**config.mk**
```make
export PLATFORM = sky130hd
export DESIGN_NAME = rom_dl_sequencer
export DESIGN_NICKNAME = d
export VERILOG_FILES = /design/src/rtl/rom_dl_sequencer.sv
export SDC_FILE = /design/constraint.sdc
export NUM_CORES = 1
export LEC_CHECK = 0
export ABC_AREA = 1
export BUFFER_PORTS_ARGS = -buffer_cell sky130_fd_sc_hd__clkbuf_2
export CAP_MARGIN = 15
export CORE_UTILIZATION = 60
export DETAILED_ROUTE_END_ITERATION = 10
export PLACE_DENSITY = 0.81
export SLEW_MARGIN = 15
export SYNTH_ARGS = -nofsm -noshare
export SYNTH_HDL_FRONTEND = slang
export SYNTH_SLANG_ARGS = --single-unit
```
**constraint.sdc**
```tcl
create_clock -name clk -period 4.7 [get_ports clk]
set_input_delay 0.235 -clock clk [delete_from_list [all_inputs] [get_ports clk]]
set_output_delay 0.235 -clock clk [all_outputs]
set_load 0.02 [all_outputs]
```
**src/rtl/rom_dl_sequencer.sv**
```systemverilog
`timescale 1ns/1ps
// rom_dl_sequencer: buffers the host ioctl byte stream in a 4-entry FIFO and
// replays it as paced dl_wr strobes to the ROM load ports, holding the core
// in reset for the whole download and reporting a byte count and checksum.
module rom_dl_sequencer #(
   parameter int unsigned WR_SPACING  = 4,
   parameter logic [24:0] ADDR_LIMIT  = 25'h5000,
   parameter int unsigned HOLD_CYCLES = 16
) (
   input  logic        clk,
   input  logic        rst_l,
   input  logic        ioctl_download,
   input  logic        ioctl_wr,
   input  logic [24:0] ioctl_addr,
   input  logic [7:0]  ioctl_dout,
   output logic        ioctl_wait,
   output logic [24:0] dl_addr,
   output logic [7:0]  dl_data,
   output logic        dl_wr,
   output logic        core_hold,
   output logic        dl_done,
   output logic [15:0] byte_count,
   output logic [15:0] drop_count,
   output logic [15:0] checksum
);

   localparam logic [1:0] ST_IDLE    = 2'd0;
   localparam logic [1:0] ST_LOAD    = 2'd1;
   localparam logic [1:0] ST_DRAIN   = 2'd2;
   localparam logic [1:0] ST_RELEASE = 2'd3;

   localparam logic [3:0]  PACE_LOAD = 4'(WR_SPACING - 1);
   localparam logic [15:0] HOLD_LOAD = 16'(HOLD_CYCLES - 1);

   logic [1:0]  state;
   logic        dl_q;
   logic [3:0]  pace_cnt;
   logic [15:0] hold_cnt;

   logic [24:0] fifo_addr [4];
   logic [7:0]  fifo_data [4];
   logic [1:0]  wr_ptr;
   logic [1:0]  rd_ptr;
   logic [2:0]  count;

   logic        dl_rise;
   logic        in_range;
   logic        push_req;
   logic        push;
   logic        pop;
   logic        drop_inc;
   logic        drain_empty;
   logic [7:0]  pop_data;

   // push/pop decisions and backpressure, all from registered state
   always_comb begin
      dl_rise     = ioctl_download & ~dl_q;
      in_range    = ioctl_addr < ADDR_LIMIT;
      push_req    = ioctl_wr & ioctl_download & in_range;
      pop         = (count != 3'd0) && (pace_cnt == 4'd0);
      // a full FIFO still accepts a byte when an entry leaves in the same clock
      push        = push_req & ((count != 3'd4) | pop);
      drop_inc    = (ioctl_wr & ioctl_download & ~in_range) | (push_req & ~push);
      // FIFO is empty after this clock (no pushes happen while draining)
      drain_empty = (count == 3'd0) || ((count == 3'd1) && pop && !push);
      pop_data    = fifo_data[rd_ptr];
      ioctl_wait  = (count >= 3'd3) | (state == ST_RELEASE);
   end

   // FIFO storage; contents are don't-care once the pointers reset
   always_ff @(posedge clk) begin
      if (push) begin
         fifo_addr[wr_ptr] <= ioctl_addr;
         fifo_data[wr_ptr] <= ioctl_dout;
      end
   end

   // FIFO pointers, occupancy and download edge detect
   always_ff @(posedge clk or negedge rst_l) begin
      if (!rst_l) begin
         wr_ptr <= '0;
         rd_ptr <= '0;
         count  <= '0;
         dl_q   <= 1'b0;
      end else begin
         dl_q <= ioctl_download;
         if (push) wr_ptr <= wr_ptr + 2'd1;
         if (pop)  rd_ptr <= rd_ptr + 2'd1;
         case ({push, pop})
            2'b10:   count <= count + 3'd1;
            2'b01:   count <= count - 3'd1;
            default: count <= count;
         endcase
      end
   end

   // registered write port and strobe pacing
   always_ff @(posedge clk or negedge rst_l) begin
      if (!rst_l) begin
         dl_addr  <= '0;
         dl_data  <= '0;
         dl_wr    <= 1'b0;
         pace_cnt <= '0;
      end else begin
         dl_wr <= pop;
         if (pop) begin
            dl_addr  <= fifo_addr[rd_ptr];
            dl_data  <= pop_data;
            pace_cnt <= PACE_LOAD;
         end else if (pace_cnt != 4'd0) begin
            pace_cnt <= pace_cnt - 4'd1;
         end
      end
   end

   // statistics; a new download clears them but bytes moving in that clock still count
   always_ff @(posedge clk or negedge rst_l) begin
      if (!rst_l) begin
         byte_count <= '0;
         drop_count <= '0;
         checksum   <= '0;
      end else begin
         byte_count <= (dl_rise ? 16'd0 : byte_count) + {15'd0, pop};
         drop_count <= (dl_rise ? 16'd0 : drop_count) + {15'd0, drop_inc};
         checksum   <= (dl_rise ? 16'd0 : checksum) + (pop ? {8'd0, pop_data} : 16'd0);
      end
   end

   // download sequencing, core hold and completion pulse
   always_ff @(posedge clk or negedge rst_l) begin
      if (!rst_l) begin
         state     <= ST_IDLE;
         hold_cnt  <= '0;
         core_hold <= 1'b0;
         dl_done   <= 1'b0;
      end else begin
         dl_done <= 1'b0;
         case (state)
            ST_IDLE: begin
               if (dl_rise) begin
                  state     <= ST_LOAD;
                  core_hold <= 1'b1;
               end
            end
            ST_LOAD: begin
               if (!ioctl_download) state <= ST_DRAIN;
            end
            ST_DRAIN: begin
               if (dl_rise) begin
                  state <= ST_LOAD;
               end else if (drain_empty) begin
                  // entering on the final pop keeps the hold exactly HOLD_CYCLES long
                  state    <= ST_RELEASE;
                  hold_cnt <= HOLD_LOAD;
               end
            end
            default: begin
               if (dl_rise) begin
                  state <= ST_LOAD;
               end else if (hold_cnt == 16'd0) begin
                  state     <= ST_IDLE;
                  core_hold <= 1'b0;
                  dl_done   <= 1'b1;
               end else begin
                  hold_cnt <= hold_cnt - 16'd1;
               end
            end
         endcase
      end
   end

endmodule

```
==> impl_metrics.csv <==
group,metric,value,unit
worst_setup_path,reg2regPathDepth,15,
drt,wl_per_cell,16.2,um
grt,track_usage,26.7,%
sta,rsz0062_at_grt,"false",
worst_hold_path,hold_path_depth,5,
clock_tree,clkLatencyLatePin,0.52,ns
final_layout,area_growth,18.0,%
sta,slew_violations,0,
floorplan,die_h,137,um
synth,avgSynthCellArea,10.0,um^2
synth,postSynthCellCount,1094,
placed_design,dpl.hpwl,14700,um
final_layout,drive_gt1_share,14.8,%
final_layout,num-fill-cells,1197,
grt,grt_util_met2,45.0,%
grt,grt_max_degree,72,
clock_tree,clockRootBuffer,"clkbuf_16",
sta,worstMarginPinSlew,1.13,ns
power_and_ir_drop,total_leakage_power,5.76,nW
worst_hold_path,holdCritStartpoint,"ioctl_wr",
synth,synthArstFlopShare,46.3,%
clock_tree,post_cts_buffers,0,
run,drv_cap,0,
synth,post-synth-top-count-cell,"nand2_1",
worst_setup_path,r2r_start,"pace_cnt[0]",
sta,tns,0,ns
power_and_ir_drop,power.total,7.13,mW
clock_tree,cts_buffers,25,
clock_tree,cts_buffer_depth,3,
synth,synth_warnings,0,
sta,fmax,0.287,GHz
clock_tree,clkTransAtPathRegs,0.06,ns
worst_setup_path,cp-start-kind,"flop",
worst_setup_path,worstReg2RegEnd,"checksum[12]",
placed_design,port_buffers,121,
drt,detail-route-antenna-nets,0,
synth,synth_flop_cell,"edfxtp_1",
grt,grt_util_met1,35.5,%
drt,vias_per_cell,5.50,
status,status,"finished clean",
placed_design,place.gp.congestion,0.899,
worst_setup_path,r2r_setup_slack,1.21,ns
grt,grt_pass1_vias,8193,
floorplan,io-pin-count,122,
placed_design,dp_slack,1.26,ns
power_and_ir_drop,ir_drop,0.429,mV
worst_setup_path,critPathKind,"flop to flop",
sta,fin_crit,3.49,ns
drt,first_pass_iters,5,
worst_setup_path,cp-end-kind,"flop",
floorplan,die-area,18800,um^2
synth,synth_area,10900,um^2
grt,grt_pass1_wl,39300,um
synth,synthTopCellsByArea,"edfxtp_1 36%, dfrtp_1 26%, nand2_1 9.5%",
synth,synth-edff-count,132,
grt,antenna_found_initial,1,
drt,drc_errors,0,
worst_setup_path,critical_path_arrival,3.92,ns
grt,top_usage_layer,"met2",
synth,ys_types,38,
sta,timing.final.crit_share,74.2,%
worst_hold_path,hold_class,"primary input to flop",
sta,hold_slack,0.321,ns
sta,skew,0.0144,ns
floorplan,core,17900,um^2
synth,synth_top_area_share,36.2,%
worst_hold_path,hold_path_end,"wr_ptr[1]",
floorplan,core.rowCount,49,
worst_setup_path,critPathMaxFanout,34,
drt,totalWireLength,24200,um
clock_tree,tritoncts,"yes",
synth,yosysSeqAreaShare,62.3,%
synth,synthTopCellsByCount,"277 x nand2_1, 158 x nor2_1, 132 x edfxtp_1, 114 x dfrtp_1, 77 x inv_1",
drt,vias,8234,
sta,finalHoldViolCount,0,
sta,setup_viol,0,
clock_tree,h-tree-depth,1,
floorplan,initial_core_util,61.1,%
power_and_ir_drop,cellPowerDensity,552,nW/um^2
synth,synth-seq-cells,246,
clock_tree,clock_sinks,246,
sta,layout_setup_ws,1.21,ns
grt,grt_overflow,0,
synth,synth_nets,1161,
synth,yosysTopAreaCell,"edfxtp_1",
grt,grt.met3_usage,3.67,%
worst_setup_path,critPathRequiredTime,5.13,ns
drt,first_iter_violations,578,
final_layout,nets,1314,
sta,maxSlewHeadroom,24.5,%
floorplan,die-width,137,um
[report_power, final]
| group | switching, mW | total, mW | internal (mW) |
|---|---|---|---|
| clock | 0.803 | 1.94 | 1.14 |
| sequential | 0.235 | 2.80 | 2.56 |
| combinational | 1.61 | 2.39 | 0.775 |
[how the worst max path moves through the flow]
stage	slack, ns	from	endpoint
after floorplan	1.80	count[0]	fifo_addr[0][0]
after global placement	1.45	count[0]	checksum[12]
after detailed placement	1.26	pace_cnt[0]	checksum[12]
after CTS	1.24	pace_cnt[0]	checksum[12]
after global routing	0.87	pace_cnt[0]	checksum[14]
final	1.21	pace_cnt[0]	checksum[12]
[registers in the layout, indices dropped and copies added (netlist names)]
register and flops:
fifo_addr 100, fifo_data 32, dl_addr 25, byte_count 16, checksum 16, drop_count 16
hold_cnt 16, dl_data 8, pace_cnt 4, count 3, rd_ptr 2, state 2
wr_ptr 2, core_hold 1, dl_done 1, dl_q 1, dl_wr 1
[metrics by stage]
| stage | instances | area [um^2] | utilization [%] |
|---|---|---|---|
| after floorplan | 1094 | 10900 | - |
| after global placement | 1414 | 11800 | 65.7 |
| after detailed placement | 1414 | 11800 | 65.7 |
| after CTS | 1495 | 12900 | 72.1 |
| after global routing | 1496 | 12900 | 72.2 |
| final | 1496 | 12900 | 72.2 |
[cells by family after synthesis]
family	share of synthesized area, %
compound gates	5.60
xor+xnor	3.84
simple gates	20.5
fa+ha+maj	3.50
buf+inv	4.31
flops	62.3
[repair_timing]
action	in CTS	in global routing
gates resized for setup	0	0
hold buffers	35	0
endpoints found under the hold margin	203	0
[placed cells by master, fill, tap and decap left out, types with 2 or more instances in the layout]
master	netlist	final
dfrtp_1	114	113
nand2_1	277	277
nor2_4	1	5
clkbuf_8	0	3
a21oi_1	21	21
dlygate4sd3_1	0	35
nor3_1	14	14
inv_1	77	76
nand3_1	67	67
o21ai_0	61	61
nor4_1	2	2
clkinv_2	0	4
clkbuf_2	1	120
inv_6	0	2
nor3_2	3	3
buf_4	2	9
clkinv_1	0	2
nand2_2	2	2
ha_1	29	29
xnor2_1	18	18
o22ai_1	26	26
clkbuf_16	0	25
clkbuf_1	22	6
edfxtp_1	132	132
inv_2	2	3
clkinvlp_4	0	2
nand4_1	9	9
bufinv_16	0	2
nor2_1	158	154
xor2_1	30	30
[worst max-delay path, stage by stage, from the launching register on]
cell and delay (ns):
dfrtp_1 0.39, inv_1 0.11, ha_1 0.23, nand3_1 0.14
inv_1 0.09, nand2_1 0.07, inv_1 0.08, buf_4 0.42
nand3_1 0.27, fa_1 0.56, o21ai_0 0.40, nand2_1 0.09
nand2_1 0.12, nand3_1 0.14, nor2_1 0.15, xor2_1 0.15
[routing by layer]
layer  up-vias  share of wire (%)
li1       3947                  -
met1      3931                 41
met3        52                6.3
met4         0                2.6
met2       304                 50
met5         -                  0
[cell type report]
cell class | instances | area (um^2) | share of cell area [%]
sequential | 246 | 6820 | 52.8
multi-input combinational | 731 | 3690 | 28.5
timing repair buffer | 164 | 1020 | 7.88
clock buffer | 34 | 689 | 5.34
inverter | 79 | 297 | 2.30
tap | 229 | 287 | 2.22
clock inverter | 12 | 120 | 0.930
antenna | 1 | 2.50 | 0.0194
No activity file was read; power rests on OpenSTA's default activity.
